## src/rtl/rs_scheduler.sv

```systemverilog
// rs_scheduler: allocates reservation-station slots to Issue and dispatches the oldest operand-ready slot to the ALU.
// Latency: allocation (rs_dest/rs_full) is combinational; ready in cycle t gives fu_valid in t+1.
// Backpressure: fu_ready low holds fu_data/fu_src and suppresses consumed_bus; rs_full stalls Issue.
package rs_pkg;

    typedef enum logic [3:0] {
        NOP    = 4'd0,
        ADD    = 4'd1,
        SUB    = 4'd2,
        AND_OP = 4'd3,
        OR_OP  = 4'd4,
        XOR_OP = 4'd5,
        SLL    = 4'd6,
        SRL    = 4'd7,
        SRA    = 4'd8,
        SLT    = 4'd9
    } alu_op_t;

    typedef enum logic [2:0] {
        NB   = 3'd0,
        BEQ  = 3'd1,
        BNE  = 3'd2,
        BLT  = 3'd3,
        BGE  = 3'd4,
        JAL  = 3'd5,
        JALR = 3'd6
    } branch_t;

    typedef struct packed {
        logic        valid_operands;
        alu_op_t     ALU_op;
        logic [5:0]  ROB_entry;
        branch_t     branch_type;
        logic [31:0] rs1;
        logic [31:0] rs2;
        logic        load;
    } rs_out_t;

endpackage

module rs_scheduler
    import rs_pkg::*;
#(
    parameter int         NUM_RS    = 4,
    parameter logic [2:0] NONE_DEST = 3'b100
) (
    input  logic              clk,
    input  logic              reset,
    input  logic              mispredicted,
    input  logic              issue_valid,
    input  logic              issue_stall,
    input  logic [NUM_RS-1:0] busy_bus,
    input  rs_out_t           rs0_data,
    input  rs_out_t           rs1_data,
    input  rs_out_t           rs2_data,
    input  rs_out_t           rs3_data,
    input  logic              fu_ready,
    output logic [2:0]        rs_dest,
    output logic              rs_full,
    output logic [NUM_RS-1:0] consumed_bus,
    output logic              fu_valid,
    output rs_out_t           fu_data,
    output logic [1:0]        fu_src,
    output logic [31:0]       dispatch_count
);

    localparam rs_out_t FU_DATA_RST = '{
        valid_operands: 1'b0,
        ALU_op:         NOP,
        ROB_entry:      6'd0,
        branch_type:    NB,
        rs1:            32'd0,
        rs2:            32'd0,
        load:           1'b0
    };

    rs_out_t           slot_data [NUM_RS];
    logic [NUM_RS-1:0] older     [NUM_RS];  // older[i][j]: slot i was allocated before slot j
    logic [NUM_RS-1:0] free;
    logic [NUM_RS-1:0] ready;
    logic [NUM_RS-1:0] win_vec;
    logic [NUM_RS-1:0] cand;
    logic [NUM_RS-1:0] win_oh;
    logic [1:0]        win_idx;
    logic [1:0]        alloc_idx;
    logic              any_free;
    logic              any_ready;
    logic              alloc;
    logic              load;

    assign slot_data[0] = rs0_data;
    assign slot_data[1] = rs1_data;
    assign slot_data[2] = rs2_data;
    assign slot_data[3] = rs3_data;

    assign free     = ~busy_bus;
    assign any_free = |free;
    assign rs_full  = issue_valid & ~any_free;
    assign alloc    = issue_valid & ~issue_stall & ~rs_full & ~mispredicted;

    always_comb begin
        alloc_idx = 2'd0;
        for (int i = NUM_RS - 1; i >= 0; i--) begin
            if (free[i]) alloc_idx = 2'(i);
        end
    end

    assign rs_dest = (reset | mispredicted | ~any_free) ? NONE_DEST : {1'b0, alloc_idx};

    always_comb begin
        for (int i = 0; i < NUM_RS; i++) begin
            ready[i] = busy_bus[i] & slot_data[i].valid_operands;
        end
    end

    // A ready slot wins when no other ready slot is older than it.
    always_comb begin
        win_vec = '0;
        for (int i = 0; i < NUM_RS; i++) begin
            win_vec[i] = ready[i];
            for (int j = 0; j < NUM_RS; j++) begin
                if (j != i && ready[j] && older[j][i]) win_vec[i] = 1'b0;
            end
        end
    end

    // Fall back to the lowest ready slot so a corrupted age order can never stall dispatch.
    assign cand      = (|win_vec) ? win_vec : ready;
    assign any_ready = |ready;

    always_comb begin
        win_idx = 2'd0;
        for (int i = NUM_RS - 1; i >= 0; i--) begin
            if (cand[i]) win_idx = 2'(i);
        end
    end

    assign load         = (~fu_valid | fu_ready) & any_ready & ~mispredicted & ~reset;
    assign win_oh       = NUM_RS'(1) << win_idx;
    assign consumed_bus = win_oh & {NUM_RS{load}};

    always_ff @(posedge clk) begin
        if (reset) begin
            fu_valid       <= 1'b0;
            fu_data        <= FU_DATA_RST;
            fu_src         <= 2'd0;
            dispatch_count <= 32'd0;
            for (int i = 0; i < NUM_RS; i++) older[i] <= '0;
        end else if (mispredicted) begin
            fu_valid <= 1'b0;
            for (int i = 0; i < NUM_RS; i++) older[i] <= '0;
        end else begin
            if (alloc) begin
                for (int i = 0; i < NUM_RS; i++) begin
                    if (i != int'(alloc_idx)) older[i][alloc_idx] <= 1'b1;
                    older[alloc_idx][i] <= 1'b0;
                end
            end
            if (load) begin
                fu_valid       <= 1'b1;
                fu_data        <= slot_data[win_idx];
                fu_src         <= win_idx;
                dispatch_count <= dispatch_count + 32'd1;
            end else if (fu_ready) begin
                fu_valid <= 1'b0;
            end
        end
    end

endmodule

```

## config.mk

```make
export PLATFORM = sky130hd
export DESIGN_NAME = rs_scheduler
export DESIGN_NICKNAME = d
export VERILOG_FILES = /design/src/rtl/rs_scheduler.sv
export SDC_FILE = /design/constraint.sdc
export NUM_CORES = 1
export LEC_CHECK = 0
export CORE_AREA = 4 4 170 172
export CTS_CLUSTER_DIAMETER = 100
export CTS_CLUSTER_SIZE = 8
export DETAILED_ROUTE_END_ITERATION = 10
export DIE_AREA = 0 0 174 176
export PLACE_DENSITY = 0.68
export SKIP_LAST_GASP = 1
export SLEW_MARGIN = 20
export SYNTH_ARGS = -nofsm -noshare
export SYNTH_HDL_FRONTEND = slang
export SYNTH_SLANG_ARGS = --single-unit
```

## constraint.sdc

```tcl
create_clock -name clk -period 2.8 [get_ports clk]
set_clock_uncertainty 0.1 [all_clocks]
set_input_delay 0.7 -clock clk [delete_from_list [all_inputs] [get_ports clk]]
set_output_delay 0.7 -clock clk [all_outputs]
set_load 0.01 [all_outputs]
```

==> flow_summary.yaml, run 1 <==
clock_tree:
  clockBufferDepth: 2
  cts.sinks: 126
  clockRootBuffer: "clkbuf_16"
  htreeDepth: 4
  clk_pin_slew_ps: 60
  cts_tree: "yes"
  cts_buffers: 17
  cts.hold.buffers_added: 0
  clk_latency_ps: 420
detailed_routing:
  postRouteAntennaNets: 0
  wl_per_cell_microns: 19.84
  routed_via_density: 4.745
  vias: 7302
  dr.pass1.iters: 5
  drt_wl_total_microns: 30540
  drc: 0
  drt_iter0_drc: 415
sta:
  finalHoldViolations: 0
  worst_pin_slew_ps: 908.6
  final_max_slew_viol_count: 0
  fmax_ghz: 0.3657
  setup_viol: 0
  relSlewSlack: 0.3943
  finalCriticalPeriod_ps: 2735
  min_period_over_period: 0.9767
  whs_ps: 357.1
worst_setup_path:
  required_ps: 2000
  cp-start-kind: "input port"
  path_class: "input port to primary output"
  cp-startpoint: "busy_bus[2]"
  cp-end-kind: "primary output"
  slowest_delay_ps: 380
  cp_max_fo: 7
  critPathArrivalTime_ps: 1930
  path_cells: "clkbuf_4 > and2_4 > a41oi_2 > o311ai_4 > buf_4 > a21oi_1 > buf_2"
  reg2reg_from: "older[3][2]$_DFF_P_"
  worst_path_max_delay_cell: "o311ai_4"
yosys:
  synthSimpleGateAreaFrac: 0.1190
  synth_top_family_by_area: "multiplexers"
  netlist.top_cell.by_area: "dfxtp_1"
  synthXorXnorAreaFrac: 0.03875
  synth_ff_type: "dfxtp_1"
  synthTopCellsByArea: "dfxtp_1 37%, mux2i_1 23%, a2bb2oi_1 10%"
  ys_seq_area_frac: 0.3720
  synthAdderAreaFrac: 0.001845
  yosysUniqueCellTypes: 45
  synth_compound_area_frac: 0.1914
  synth.most_common_cell: "mux2i_1"
  synth_area_sq_um: 6780
  syn-num-nets: 1040
  postSynthAreaPerCell_sq_um: 9.509
  synth_top_area_share: 0.3720
  synthTopCellsByCount: "156 x mux2i_1, 126 x dfxtp_1, 78 x a2bb2oi_1, 48 x nor2_1, 46 x o21ai_0"
  synth_cells: 713
  synth_mux_area_frac: 0.2303
  ys_ff_latch: 126
  yosys_warnings: 0
  synth_edf_count: 0
  async_flop_share: 0
place:
  place_hpwl_microns: 23580
  gp_congestion: 0.8363
  placed_cell_area_sq_um: 11850
  portBuffers: 447
min_path:
  hold_path.class: "flop to flop"
  hp-start: "fu_src[0]$_SDFFE_PP0P_"
grt:
  grt_max_degree: 49
  overflow: 0
  grt_pass1_vias: 7321
  grt-busiest-layer: "met2"
  gr-usage-met1: 0.2284
  grt_use_met3: 0.05696
  met2_usage: 0.3158
  antenna_found_initial: 4
  grt_pass1_wl_microns: 44280
  grt_usage: 0.1855
die:
  die_area_sq_um: 30620
  rows: 61
  initial_core_util: 0.2468
  die_x_microns: 174
  ios: 448
  die_y_microns: 176
  core_sq_um: 27480
finish:
  drive_above_1_share: 0.1076
  nNetsFinal: 1504
  area_delta_synth_final_pct: 84.85
  final_area_sq_um: 12530
outcome:
  status: "completed"
job:
  cap_viol_max_count: 0
power:
  powerDensity_nw_per_um2: 464.9
  p_leak_nw: 4.984
  max-vdd-ir-drop_mv: 0.2569
## logic make-up after synthesis
group / after synthesis
AO/OA/AOI/OAI: 185
AND/OR/NAND/NOR: 158
XOR/XNOR: 30
flip-flops: 126
adder cells (fa/ha/maj): 1
multiplexers: 156
buffers and inverters: 57
## power by group
group / internal (W) / leakage, nW / switching, W / total, W
logic: 0.000964 / 3.68 / 0.000610 / 0.00157
registers: 0.00192 / 1.03 / 0.0000696 / 0.00199
clock network: 0.00132 / 0.277 / 0.000936 / 0.00226
total: 0.00421 / 4.98 / 0.00162 / 0.00583
## per-stage QoR
stage | TNS (ps) | total power, W | cells | setup slack [ps] | utilization
6_report | 0 | 0.005827 | 1539 | 65.21 | 0.4561
5_1_grt | -13.49 | 0.006057 | 1539 | -7.314 | 0.4561
4_1_cts | 0 | 0.005885 | 1538 | 1.586 | 0.4543
3_5_place_dp | -58140 | 0.003597 | 1501 | -896.0 | 0.4311
3_3_place_gp | -53420 | 0.003577 | 1501 | -864.4 | 0.4311
2_1_floorplan | -5.262 | 0.002663 | 713 | -5.262 | -
## routing by layer
metal | up-vias | routed length, microns
li1 | 3575 | -
met1 | 3409 | 12670
met2 | 295 | 15210
met3 | 21 | 2225
met4 | 2 | 426
met5 | - | 13
## what timing repair did
| action | in CTS | in global routing |
|---|---|---|
| buffers inserted | 5 | 0 |
| endpoints found under the hold margin | 0 | 0 |
| setup endpoints to repair | 86 | 7 |
| pin swaps | 4 | 4 |
| resized for setup | 77 | 14 |
## sequential cells by signal (all words and copies together) (netlist names)
name	cells
dispatch_count	32
fu_data	79
fu_src	2
fu_valid	1
older	12
## layout by cell type (no fill, tap or decap), types with 3 or more instances in the layout
cell type,Yosys,layout
clkbuf_16,0,17
buf_6,8,5
clkinv_4,0,3
buf_4,6,43
a2bb2oi_1,78,78
xor2_1,20,20
nor2_1,48,44
o21ai_0,46,46
mux2i_1,156,156
nor3_1,10,10
and4_1,5,3
buf_12,0,5
nand3_1,29,27
buf_2,16,7
inv_1,6,6
dlymetal6s2s_1,0,4
inv_6,0,4
a21oi_1,16,14
nor2_4,0,4
o21ai_1,35,35
clkdlybuf4s50_1,0,428
nand2_1,29,27
dfxtp_1,126,126
nand4_1,10,10
and3_1,3,3
clkinvlp_4,0,4
diode_2,0,3
and2_4,0,3
xnor2_1,10,10
## worst max-delay path: cells and delay by family
kind,cells,cell delay (ps)
buffers and inverters,3,480
AOI/OAI and AO/OA,3,580
and+or+nand+nor,1,160
## worst paths after layout
path                            cells after the start                        to  slack (ps)
worst max-delay path                                7           consumed_bus[0]          70
worst min-delay path                                2    fu_src[0]$_SDFFE_PP0P_         360
worst max register to register                      8  fu_data[66]$_SDFFE_PP0P_         230
worst min register to register                      2    fu_src[0]$_SDFFE_PP0P_         360
## area by class of cell
| cell class | count | area (sq um) |
|---|---|---|
| Timing Repair Buffer | 496 | 4885 |
| Antenna cell | 3 | 7.507 |
| Clock inverter | 15 | 161.4 |
| Fill cell | 2658 | 14940 |
| Inverter | 6 | 22.52 |
| Tap cell | 346 | 432.9 |
| Multi-Input combinational cell | 530 | 4076 |
| Clock buffer | 17 | 425.4 |
| Sequential cell | 126 | 2522 |
No activity file was read; power rests on OpenSTA's default activity.
==> run 2: changes to the inputs <==
- HOLD_SLACK_MARGIN: unset -> 0.12
==> results of run 2 <==
No change in the layout: final DEF, timing and power equal those of run 1.
==> run 3: changes to the inputs <==
- PLACE_DENSITY: 0.68 -> 0.7
- REMOVE_ABC_BUFFERS: unset -> 1
- clock period: 2.8 -> 2.3 ns (I/O delays scaled with it)
==> run 3 against run 2 <==
  * The run now ends with setup timing left
  * Design area increased by 6.7%
  * Sequential share of layout area down 1.2 points
  * Die area is the same
  * Wire length rose by 3.7%
  * Worst setup slack got worse by 260 ps
  * Clock power rose by 23%
  * Largest cell class unchanged
  * Largest power group unchanged
==> flow_summary.yaml, run 3 (synthesis results as in run 1) <==
outcome:
  status: "complete, but fails checks"
  violations: "setup timing"
sta:
  final_max_slew_viol_count: 0
  finalCriticalPeriod_ps: 2492
  min_period_over_period: 1.083
  relSlewSlack: 0.7050
  whs_ps: 359.8
  finalHoldViolations: 0
  setup_slack_ps: -191.6
  worst_pin_slew_ps: 442.4
  fmax_ghz: 0.4014
  rsz0062_at_grt: "yes"
  setup_viol: 23
detailed_routing:
  postRouteAntennaNets: 0
  vias: 7622
  drc: 0
  drt_wl_total_microns: 31680
  dr.pass1.iters: 4
  wl_per_cell_microns: 19.96
  routed_via_density: 4.803
  drt_iter0_drc: 246
place:
  place_hpwl_microns: 23540
  dp.cells: 1520
  placed_cell_area_sq_um: 12000
  portBuffers: 447
  gp_congestion: 0.8816
min_path:
  hold_path.class: "flop to flop"
clock_tree:
  cts_buffers: 17
  clk_latency_ps: 410
  clk_pin_slew_ps: 60
  clockBufferDepth: 2
  clockRootBuffer: "clkbuf_16"
  htreeDepth: 4
  cts_tree: "yes"
  cts.sinks: 126
worst_setup_path:
  ff2ff_setup_slack_ps: -60
  reg2reg_from: "older[1][0]$_SDFFE_PP0P_"
  worst_path_max_delay_cell: "nand4_1"
  cp-end-kind: "primary output"
  reg2reg_to: "fu_data[3]$_SDFFE_PP0P_"
  required_ps: 1620
  endpoint: "consumed_bus[0]"
  path_class: "input port to primary output"
  cp_max_fo: 4
  cp_common_cell: "buf_4"
  path_cells: "buf_4 > buf_6 > nand3_1 > nand4_1 > buf_4 > o311ai_4 > buf_4 > a21oi_2 > buf_2"
  slowest_delay_ps: 190
  critPathArrivalTime_ps: 1820
  cp-startpoint: "rs0_data[78]"
  cp-start-kind: "input port"
  reg2regPathDepth: 11
grt:
  grt_pass1_wl_microns: 45750
  grt_usage: 0.1909
  grt_pass1_vias: 7700
  grt_max_degree: 57
  antenna_found_initial: 3
  overflow: 0
finish:
  seqCellArea_sq_um: 2534
  layout_commonest_cell: "clkdlybuf4s50_1"
  mostFrequentLayoutCells: "428 x clkdlybuf4s50_1, 139 x mux2i_1, 117 x dfxtp_1"
  layout.cells.non_filler: 1587
  fillers: 2607
  drive_above_1_share: 0.1745
  top_register: "fu_data"
  top_regs: "fu_data (79), dispatch_count (32), older (12)"
  multiInputGateArea_sq_um: 4272
  utilization: 0.4869
  nNetsFinal: 1552
  area_delta_synth_final_pct: 97.32
  largest_register_ffs: 79
  final_area_sq_um: 13380
die:
  rows: 61
  core_sq_um: 27480
  die_x_microns: 174
  ios: 448
  die_area_sq_um: 30620
  die_y_microns: 176
  initial_core_util: 0.2468
job:
  cap_viol_max_count: 0
power:
  p_leak_nw: 5.324
  powerDensity_nw_per_um2: 550.5
  max-vdd-ir-drop_mv: 0.4192
run 3: changes by cell type in the layout (fill, tap and decap cells not counted), moves of 7 or more:
| cell | change |
|---|---|
| dfxtp_2 | +9 |
| buf_6 | +15 |
| mux2i_4 | +7 |
| o21ai_1 | +18 |
| o21ai_0 | -18 |
| mux2i_1 | -17 |
| mux2i_2 | +10 |
| buf_4 | +23 |
| dfxtp_1 | -9 |
run 3: per-layer routing:
metal	routed length, microns	GRT usage	share of wire
met1	12770	0.2244	0.40
met2	15710	0.3300	0.50
met3	2227	0.05546	0.070
met4	969	0.07357	0.031
met5	0	0	0
run 3: stage by stage:
step | total power, W | setup WS (ps) | setup TNS, ps
after CTS | 0.007314 | -233.5 | -1844
after detailed placement | 0.004404 | -1253 | -96710
after global placement | 0.004384 | -1225 | -93390
after floorplan | 0.003246 | -4207 | -325220
after global routing | 0.007692 | -289.6 | -7284
final | 0.007365 | -191.6 | -1244
run 3: area by class of cell:
class	instances	area share
antenna	3	0.0005611
timing repair buffer	544	0.4128
multi-input combinational	530	0.3193
clock buffer	17	0.03180
inverter	6	0.001683
sequential	126	0.1894
tap	346	0.03236
clock inverter	15	0.01216
run 3: worst max-delay path: cells and delay by family:
kind / cells / cell delay, ps
simple gates: 2 / 270
buf+inv: 5 / 710
compound gates: 2 / 250
run 3: worst min path at each step:
stage | startpoint | end | slack [ps] | cells past startpoint
after floorplan | older[2][1]$_SDFFE_PP0P_ | older[2][1]$_SDFFE_PP0P_ | 330 | 2
after global placement | fu_src[1]$_SDFFE_PP0P_ | fu_src[1]$_SDFFE_PP0P_ | 340 | 2
after detailed placement | fu_data[58]$_SDFFE_PP0P_ | fu_data[58]$_SDFFE_PP0P_ | 350 | 2
after CTS | older[2][1]$_SDFFE_PP0P_ | older[2][1]$_SDFFE_PP0P_ | 360 | 2
after global routing | older[2][3]$_SDFFE_PP0P_ | older[2][3]$_SDFFE_PP0P_ | 390 | 2
final | fu_src[1]$_SDFFE_PP0P_ | fu_src[1]$_SDFFE_PP0P_ | 360 | 2
run 3: where the power goes:
group	total, W	internal, W	switching, W	leakage (nW)
combinational	0.00216	0.00135	0.000816	4.01
clock	0.00277	0.00162	0.00115	0.286
sequential	0.00244	0.00234	0.0000938	1.03
total	0.00737	0.00531	0.00206	5.32
run 3: what timing repair did:
| item | 4_1_cts | 5_1_grt |
|---|---|---|
| cloned | 3 | 2 |
| pin swaps | 12 | 8 |
| endpoints found under the setup margin | 113 | 84 |
| setup buffers | 12 | 15 |
| resized for setup | 121 | 75 |
| hold endpoints to repair | 0 | 0 |
| hold buffers | 0 | 0 |
